## config.mk

```make
export PLATFORM = sky130hd
export DESIGN_NAME = icache
export DESIGN_NICKNAME = d
export VERILOG_FILES = /design/src/rtl/icache.sv
export SDC_FILE = /design/constraint.sdc
export NUM_CORES = 2
export LEC_CHECK = 0
export ABC_CLOCK_PERIOD_IN_PS = 8400
export CAP_MARGIN = 0
export CORE_UTILIZATION = 45
export DETAILED_ROUTE_END_ITERATION = 12
export MAX_ROUTING_LAYER = met4
export PLACE_DENSITY = 0.64
export SLEW_MARGIN = 15
export SYNTH_ARGS = -nofsm -noshare
export SYNTH_HDL_FRONTEND = slang
export SYNTH_SLANG_ARGS = --single-unit
```

## constraint.sdc

```tcl
create_clock -name i_clk -period 8.4 [get_ports i_clk]
set_input_delay 1.26 -clock i_clk [delete_from_list [all_inputs] [get_ports i_clk]]
set_output_delay 1.26 -clock i_clk [all_outputs]
set_load 0.1 [all_outputs]
```

## src/rtl/icache.sv

```systemverilog
// icache: direct-mapped instruction cache answering the fetch port with
// single-cycle acks and refilling missed lines word by word over the backing bus.
module icache #(
  parameter int unsigned RW         = 16,
  parameter int unsigned I_SIZE     = 32,
  parameter int unsigned SETS       = 16,
  parameter int unsigned LINE_WORDS = 4
) (
  input  logic              i_clk,
  input  logic              i_rst,
  input  logic [RW-1:0]     mem_addr,
  input  logic              mem_submit,
  output logic [I_SIZE-1:0] mem_data,
  output logic              mem_ack,
  input  logic              i_inv,
  output logic [RW-1:0]     mb_addr,
  output logic              mb_req,
  input  logic [I_SIZE-1:0] mb_data,
  input  logic              mb_ack
);

  localparam int unsigned OB = $clog2(LINE_WORDS);
  localparam int unsigned IB = $clog2(SETS);
  localparam int unsigned AW = OB + IB;
  localparam int unsigned TB = RW - AW;
  localparam int unsigned DW = SETS * LINE_WORDS;

  typedef enum logic [1:0] {
    S_IDLE   = 2'd0,
    S_LOOKUP = 2'd1,
    S_REFILL = 2'd2
  } state_t;

  state_t            r_state;
  state_t            w_state_nxt;
  logic [RW-1:0]     r_req_addr;
  logic [OB-1:0]     r_beat;
  logic              r_inv_seen;
  logic              r_filled;
  logic [SETS-1:0]   r_valid;
  logic [TB-1:0]     r_tag  [SETS];
  logic [I_SIZE-1:0] r_data [DW];

  logic [IB-1:0]     w_idx;
  logic [TB-1:0]     w_tag;
  logic              w_tag_match;
  logic              w_hit;
  logic              w_miss;
  logic              w_accept;
  logic              w_beat_ack;
  logic              w_last_beat;

  assign w_idx       = r_req_addr[AW-1:OB];
  assign w_tag       = r_req_addr[RW-1:AW];
  assign w_tag_match = r_valid[w_idx] && (r_tag[w_idx] == w_tag);
  // The lookup right after a refill always answers, even if an invalidate
  // arrived during the refill and left the line invalid for later requests.
  assign w_hit       = (r_state == S_LOOKUP) && (r_filled || w_tag_match);
  assign w_miss      = (r_state == S_LOOKUP) && !(r_filled || w_tag_match);
  assign w_accept    = mem_submit && ((r_state == S_IDLE) || w_hit);
  assign w_beat_ack  = (r_state == S_REFILL) && mb_ack;
  assign w_last_beat = w_beat_ack && (r_beat == OB'(LINE_WORDS - 1));

  // State register
  always_ff @(posedge i_clk or posedge i_rst) begin
    if (i_rst) r_state <= S_IDLE;
    else       r_state <= w_state_nxt;
  end

  // Next-state decode
  always_comb begin
    w_state_nxt = r_state;
    case (r_state)
      S_IDLE:   if (mem_submit) w_state_nxt = S_LOOKUP;
      S_LOOKUP: begin
        if (w_hit) w_state_nxt = mem_submit ? S_LOOKUP : S_IDLE;
        else       w_state_nxt = S_REFILL;
      end
      S_REFILL: if (w_last_beat) w_state_nxt = S_LOOKUP;
      default:  w_state_nxt = S_IDLE;
    endcase
  end

  // Output decode from registered state; data is zero outside the ack cycle
  always_comb begin
    mem_ack  = 1'b0;
    mem_data = '0;
    mb_req   = 1'b0;
    mb_addr  = '0;
    case (r_state)
      S_LOOKUP: begin
        if (w_hit) begin
          mem_ack  = 1'b1;
          mem_data = r_data[r_req_addr[AW-1:0]];
        end
      end
      S_REFILL: begin
        mb_req  = 1'b1;
        mb_addr = {r_req_addr[RW-1:OB], r_beat};
      end
      default: ;
    endcase
  end

  // Request address, beat counter, valid bits and invalidate bookkeeping
  always_ff @(posedge i_clk or posedge i_rst) begin
    if (i_rst) begin
      r_req_addr <= '0;
      r_beat     <= '0;
      r_inv_seen <= 1'b0;
      r_filled   <= 1'b0;
      r_valid    <= '0;
    end else begin
      r_filled <= w_last_beat;
      if (w_accept) r_req_addr <= mem_addr;
      if (w_miss) begin
        r_beat     <= '0;
        r_inv_seen <= 1'b0;
      end else if (w_beat_ack) begin
        r_beat <= r_beat + OB'(1);
      end
      if ((r_state == S_REFILL) && i_inv) r_inv_seen <= 1'b1;
      if (i_inv) r_valid <= '0;
      if (w_last_beat) r_valid[w_idx] <= ~(r_inv_seen | i_inv);
    end
  end

  // Tag and data arrays: written only by refill beats, never reset
  always_ff @(posedge i_clk) begin
    if (w_beat_ack)  r_data[{w_idx, r_beat}] <= mb_data;
    if (w_last_beat) r_tag[w_idx] <= w_tag;
  end

endmodule

```

## Yosys cells after proc, flatten, opt, wreduce, memory -nomap -nowiden

Memories as Yosys holds them, arrays and structs flattened.
Index checks and enable logic that the tools add are counted.

| word-level totals | value |
|---|---|
| register bits after elaboration | 38 |
| bits in writable memories | 2208 |
| bits of input ports | 53 |
| output and inout port bits | 50 |
| logic and storage cells | 60 |
| memories kept | 2 |

Memories:

| memory | words | width | read ports | clocked after Yosys merged registers in | wr ports | line | source |
|---|---|---|---|---|---|---|---|
| r_data | 64 | 32 | 1 | 0 | 1 | 42 | `logic [I_SIZE-1:0] r_data [DW];` |
| r_tag | 16 | 10 | 1 | 0 | 1 | 41 | `logic [TB-1:0] r_tag [SETS];` |

| cells by class | value |
|---|---|
| add/subtract/negate cells | 1 |
| $lt $le $gt $ge | 2 |
| eq/ne operators | 6 |
| mux-type cells | 26 |
| bitwise operators | 2 |
| reduce and logical (&&, ||, !) cells | 15 |

Operators with widths:

| cell | number |
|---|---|
| 2-to-1 mux 32 bit | 2 |
| 2-to-1 mux 16 bit | 3 |
| bitwise mux 16 bit | 1 |
| 2-to-1 mux 1 bit | 12 |
| == test 10 bit | 1 |
| 2-to-1 mux 2 bit | 5 |
| logical AND 1 bit | 8 |
| case mux 2 bit (3 select lines) | 1 |
| < comparator 4 x 5 -> 1 bit, second input constant | 1 |
| binary-select mux 1 bit (select 4 bit) | 1 |
| demux 1 bit (select 4 bit) | 1 |
| == test 2 bit, second input constant | 2 |
| greater-or-equal comparator 4 x 1 -> 1 bit, second input constant | 1 |
| != test 2 bit, second input constant | 2 |
| nonzero test 2 bit | 2 |
| adder 2 x 1 -> 2 bit, second input constant | 1 |
| == test 2 x 1 -> 1 bit, second input constant | 1 |
| logical NOT 2 bit | 1 |
| logical OR 1 bit | 2 |
| AND reduction 2 bit | 1 |
| logical NOT 1 bit | 1 |
| NOT 1 bit | 1 |
| OR 1 bit | 1 |

## Depth between registers and ports, before layout

| logic depth | value |
|---|---|
| depth after elaboration | 8 |
| depth in mapped cells | 15 |
| mapped depth without buffers | 8 |

## Worst setup path before layout

OpenSTA, ideal clock, no wires.

| timing | value |
|---|---|
| path type | reg-to-output |
| from | register r_req_addr[2] |
| to | output port mem_data[0] |
| arrival | 4.811 ns |
| required time | 7.140 ns |
| path slack | 2.329 ns |
| stages on the path, launching flop included | 15 |
| buffers on the path | 6 |
| cells stage by stage | dfrtp_1 > buf_6 > buf_12 > buf_12 > buf_12 > mux2i_1 > a22o_1 > o21ai_1 > o2111ai_1 > o41ai_2 > a41oi_1 > or3_1 > buf_6 > buf_4 > a211oi_1 |

| between the ends | value |
|---|---|
| word-level cells in the longest chain between the ends | 7 |
| elaborated cells between the ends (all ways) | 10 |
| classes of those cells | eq/ne (1); mux (4); reduce/logical (3); memory (2) |

Ends and longest elaborated chain:

| item | line | source |
|---|---|---|
| start, declared | 36 | `logic [RW-1:0] r_req_addr;` |
| start signal, assigned | 115 | `if (w_accept) r_req_addr <= mem_addr;` |
| memory (16 x 10 bit) / binary-select mux 1 bit (select 4 bit) (equally long branches) | n/a |  |
| == test 10 bit / 2-to-1 mux 1 bit (equally long branches) | 55 | `assign w_tag_match = r_valid[w_idx] && (r_tag[w_idx] == w_tag);` |
| logical AND 1 bit | 55 |  |
| logical OR 1 bit | 58 | `assign w_hit = (r_state == S_LOOKUP) && (r_filled \|\| w_tag_match);` |
| logical AND 1 bit | 58 |  |
| 2-to-1 mux 32 bit * | 92 | `if (w_hit) begin` |
| 2-to-1 mux 32 bit * | 90 | `case (r_state)` |
| end, declared | 13 | `output logic [I_SIZE-1:0] mem_data,` |

Mark *: on every way between the ends. The rest lies on a longest branch, timed or not. The select of a mux whose other input is x is not followed.

## Worst setup path in the final report

| timing | value |
|---|---|
| from | register r_req_addr[5] |
| to | output port mem_data[5] |

The elaborated chain is that of the path after synthesis.

==> impl_metrics.toml <==
[status]
status = "finished, final reports clean"

[yosys]
async_reset_ff_frac = 0.01692
yosys_warnings = 0
syn_avg_cell_area_um2 = 23.21
synth_common_cells = "edfxtp_1, mux4_2, nor2_1, mux2_2, clkbuf_1"
synth_edf_count = 2208
syn_inst = 3725
yosysUniqueCellTypes = 67
synth_area_leaders = "edfxtp_1, mux4_2, mux2_2"
yosysTopAreaCell = "edfxtp_1"
ys.flop_type = "edfxtp_1"
synth_top_area_share = 0.7670
yosysMostFrequentCell = "edfxtp_1"
ys_seq_area_frac = 0.7780
synth_seq_cells = 2246
syn-cell-area_mm2 = 0.08644
syn_nets = 3779

[place]
place_inst = 6264
hpwl_mm = 127.8
portBuffers = 102
gp_congestion = 0.8597

[worst_setup_path]
critPathKind = "reg -> out"
cp.required_ns = 7.14
slowest_stage = "nor2b_1"
path_cells = "nor2b_1, a221oi_1, or2_2, a32oi_1, and4_1, a41oi_1, or3_2, buf_4, a211oi_1, buf_4"
r2r_cells = 7
ff2ff_setup_slack_ns = 3.44
critPathArrivalTime_ns = 6.14
critPathMaxStageDelay_ns = 1.02
r2r_start = "r_state[1]"
crit_path_start_kind = "register"
cp_common_cell = "buf_4"
critPathCaptureType = "output port"
cp.buffers_inverters = 2
cp_max_fo = 32
r2r_end = "r_data[62][27]"
critPathTopFamily = "simple AND/OR/NAND/NOR gates"

[route]
drt-total-wl_mm = 227.2
drtPass1Iterations = 5
drt-wirelength-per-cell_um = 34.14
vias_per_cell = 6.238
drc = 0
vias = 41503
ant_nets = 0
drt_iter0_drc = 5440

[power_and_ir_drop]
power_density_mw_per_mm2 = 320.6
seqPwrFrac = 0.416
switching_power_mw = 9.692
clockPowerShare = 0.296
power_frac_comb = 0.288
power_switching_share = 0.3092
intPower_mw = 21.65
leakagePower_nw = 30.16
peakVddDrop_v = 0.0003549

[sta]
slew_viol_final = 0
relSlewSlack = 0.1698
final.setup_skew_ns = 0.03469
finalSetupTns_ns = 0
rsz0062_at_grt = "false"
finalSetupViolCount = 0
fin_crit_sh = 0.8812
hold_viol_final = 0
max_freq_mhz = 135.1
period_needed_ns = 7.402
tightest_slew_ns = 1.243

[clocking]
cts_tree = "built"
htree_levels = 4
clock_latency_ns = 0.86
cts_num_sinks = 2246
numCtsBuffers = 211
clockBufferDepth = 3
cts_hold_buffers = 0
path_clk_slew_ns = 0.06
cts-resized-gates = 0
cts_setup_buffers = 0
cts-root-buf = "clkbuf_16"

[floorplan]
die_area_mm2 = 0.1938
core_mm2 = 0.1904
placementRows = 160
fp.dieW_um = 440.3
die-height_um = 440.3
io_pins = 103
start_util = 0.4540

[job]
cap_violations = 0

[min_path]
min_to = "r_valid[5]"
hp-class = "reg -> reg"
hold_path_depth = 2
min_from = "r_valid[5]"

[cells_and_area]
drive_gt1_frac = 0.3103
area_growth_pct = 13.09
multi_input_area_mm2 = 0.01859
fin_nets = 4021
fillers = 14632
fin_cells = 6653
register_area_mm2 = 0.06728

[grt]
grt_usage = 0.2429
grt_pass1_wl_mm = 319.7
overflow = 0
grt_start_max_net_pins = 95
grt_pass1_vias = 41570
grt_antenna_before_repair = 14
area by class of cell:
class                           instances  area share
Multi-Input combinational cell       1252      0.1901
Clock inverter                        119     0.01074
Inverter                               12   0.0004608
Clock buffer                          265     0.05736
Tap cell                             2511     0.03214
Sequential cell                      2246      0.6882
Timing Repair Buffer                  244     0.02086
Antenna cell                            4   0.0001024
worst register-to-register path: stages, from the launching register on:
cell	delay, ns
dfrtp_1	0.69
inv_1	0.39
nor2_1	0.36
nand2_1	0.22
nor2_1	0.35
nand3_1	0.89
nor2_4	1.12
buf_4	0.57
power by group through the flow:
stage,sequential [mW],combinational [mW],clock [mW]
floorplan,13.0,6.19,0
global placement,13.3,9.08,0
detailed placement,13.3,9.06,0
CTS,13.0,9.11,9.38
global route,13.1,9.43,9.78
finish,13.0,9.03,9.27
flip-flops by register name, indices dropped and copies added (netlist names):
signal      count
r_beat          2
r_data       2048
r_filled        1
r_inv_seen      1
r_req_addr     16
r_state         2
r_tag         160
r_valid        16
cell usage in the layout (no fill, tap or decap), types with 32 or more instances in the layout:
master,n
buf_4,175
clkbuf_1,46
clkbuf_16,215
clkdlybuf4s50_1,37
clkinv_1,47
clkinv_2,35
dfrtp_1,32
edfxtp_1,2208
mux2_2,97
mux2i_1,46
mux4_2,592
nand2_1,45
nor2_1,59
nor2_4,64
o21ai_0,48
o22ai_1,67
layer usage:
| metal | part of all wire | wire, um | GRT usage | up-vias |
|---|---|---|---|---|
| met5 | 0 | 0 | - | - |
| met4 | 0.025 | 5587 | 0.06088 | 0 |
| met3 | 0.077 | 17450 | 0.03800 | 329 |
| met2 | 0.50 | 113400 | 0.3889 | 2035 |
| met1 | 0.40 | 90720 | 0.3279 | 22699 |
| li1 | - | - | - | 16440 |
worst max path at each step:
| stage | from | endpoint | slack, ns | cells past startpoint |
|---|---|---|---|---|
| 2_1_floorplan | r_req_addr[2] | mem_data[0] | 2.33 | 14 |
| 3_3_place_gp | r_req_addr[5] | mem_data[5] | 1.85 | 10 |
| 3_5_place_dp | r_req_addr[5] | mem_data[5] | 1.88 | 10 |
| 4_1_cts | r_req_addr[5] | mem_data[5] | 0.98 | 10 |
| 5_1_grt | r_req_addr[5] | mem_data[5] | 0.91 | 10 |
| 6_report | r_req_addr[5] | mem_data[5] | 1.0 | 10 |
cell families after synthesis:
logic type               count (synthesis)  synth area share
adder cells (fa/ha/maj)                  1         0.0001447
XOR/XNOR                                 4         0.0004054
buffers and inverters                  227           0.01272
AND/OR/NAND/NOR                        266           0.01443
flip-flops                            2246            0.7780
multiplexers                           746            0.1755
AO/OA/AOI/OAI                          235           0.01870
through the flow:
step	worst slack (ns)	power [mW]	util	hold slack, ns	area, um2
floorplan	2.329	19.15	-	0.5136	86440
global placement	1.854	22.34	0.4782	0.5646	91040
detailed placement	1.875	22.34	0.4782	0.5665	91040
CTS	0.9766	31.53	0.5132	0.5740	97700
global route	0.9075	32.28	0.5135	0.6003	97750
finish	0.9980	31.34	0.5135	0.5724	97760
(Power assumes the default switching activity.)
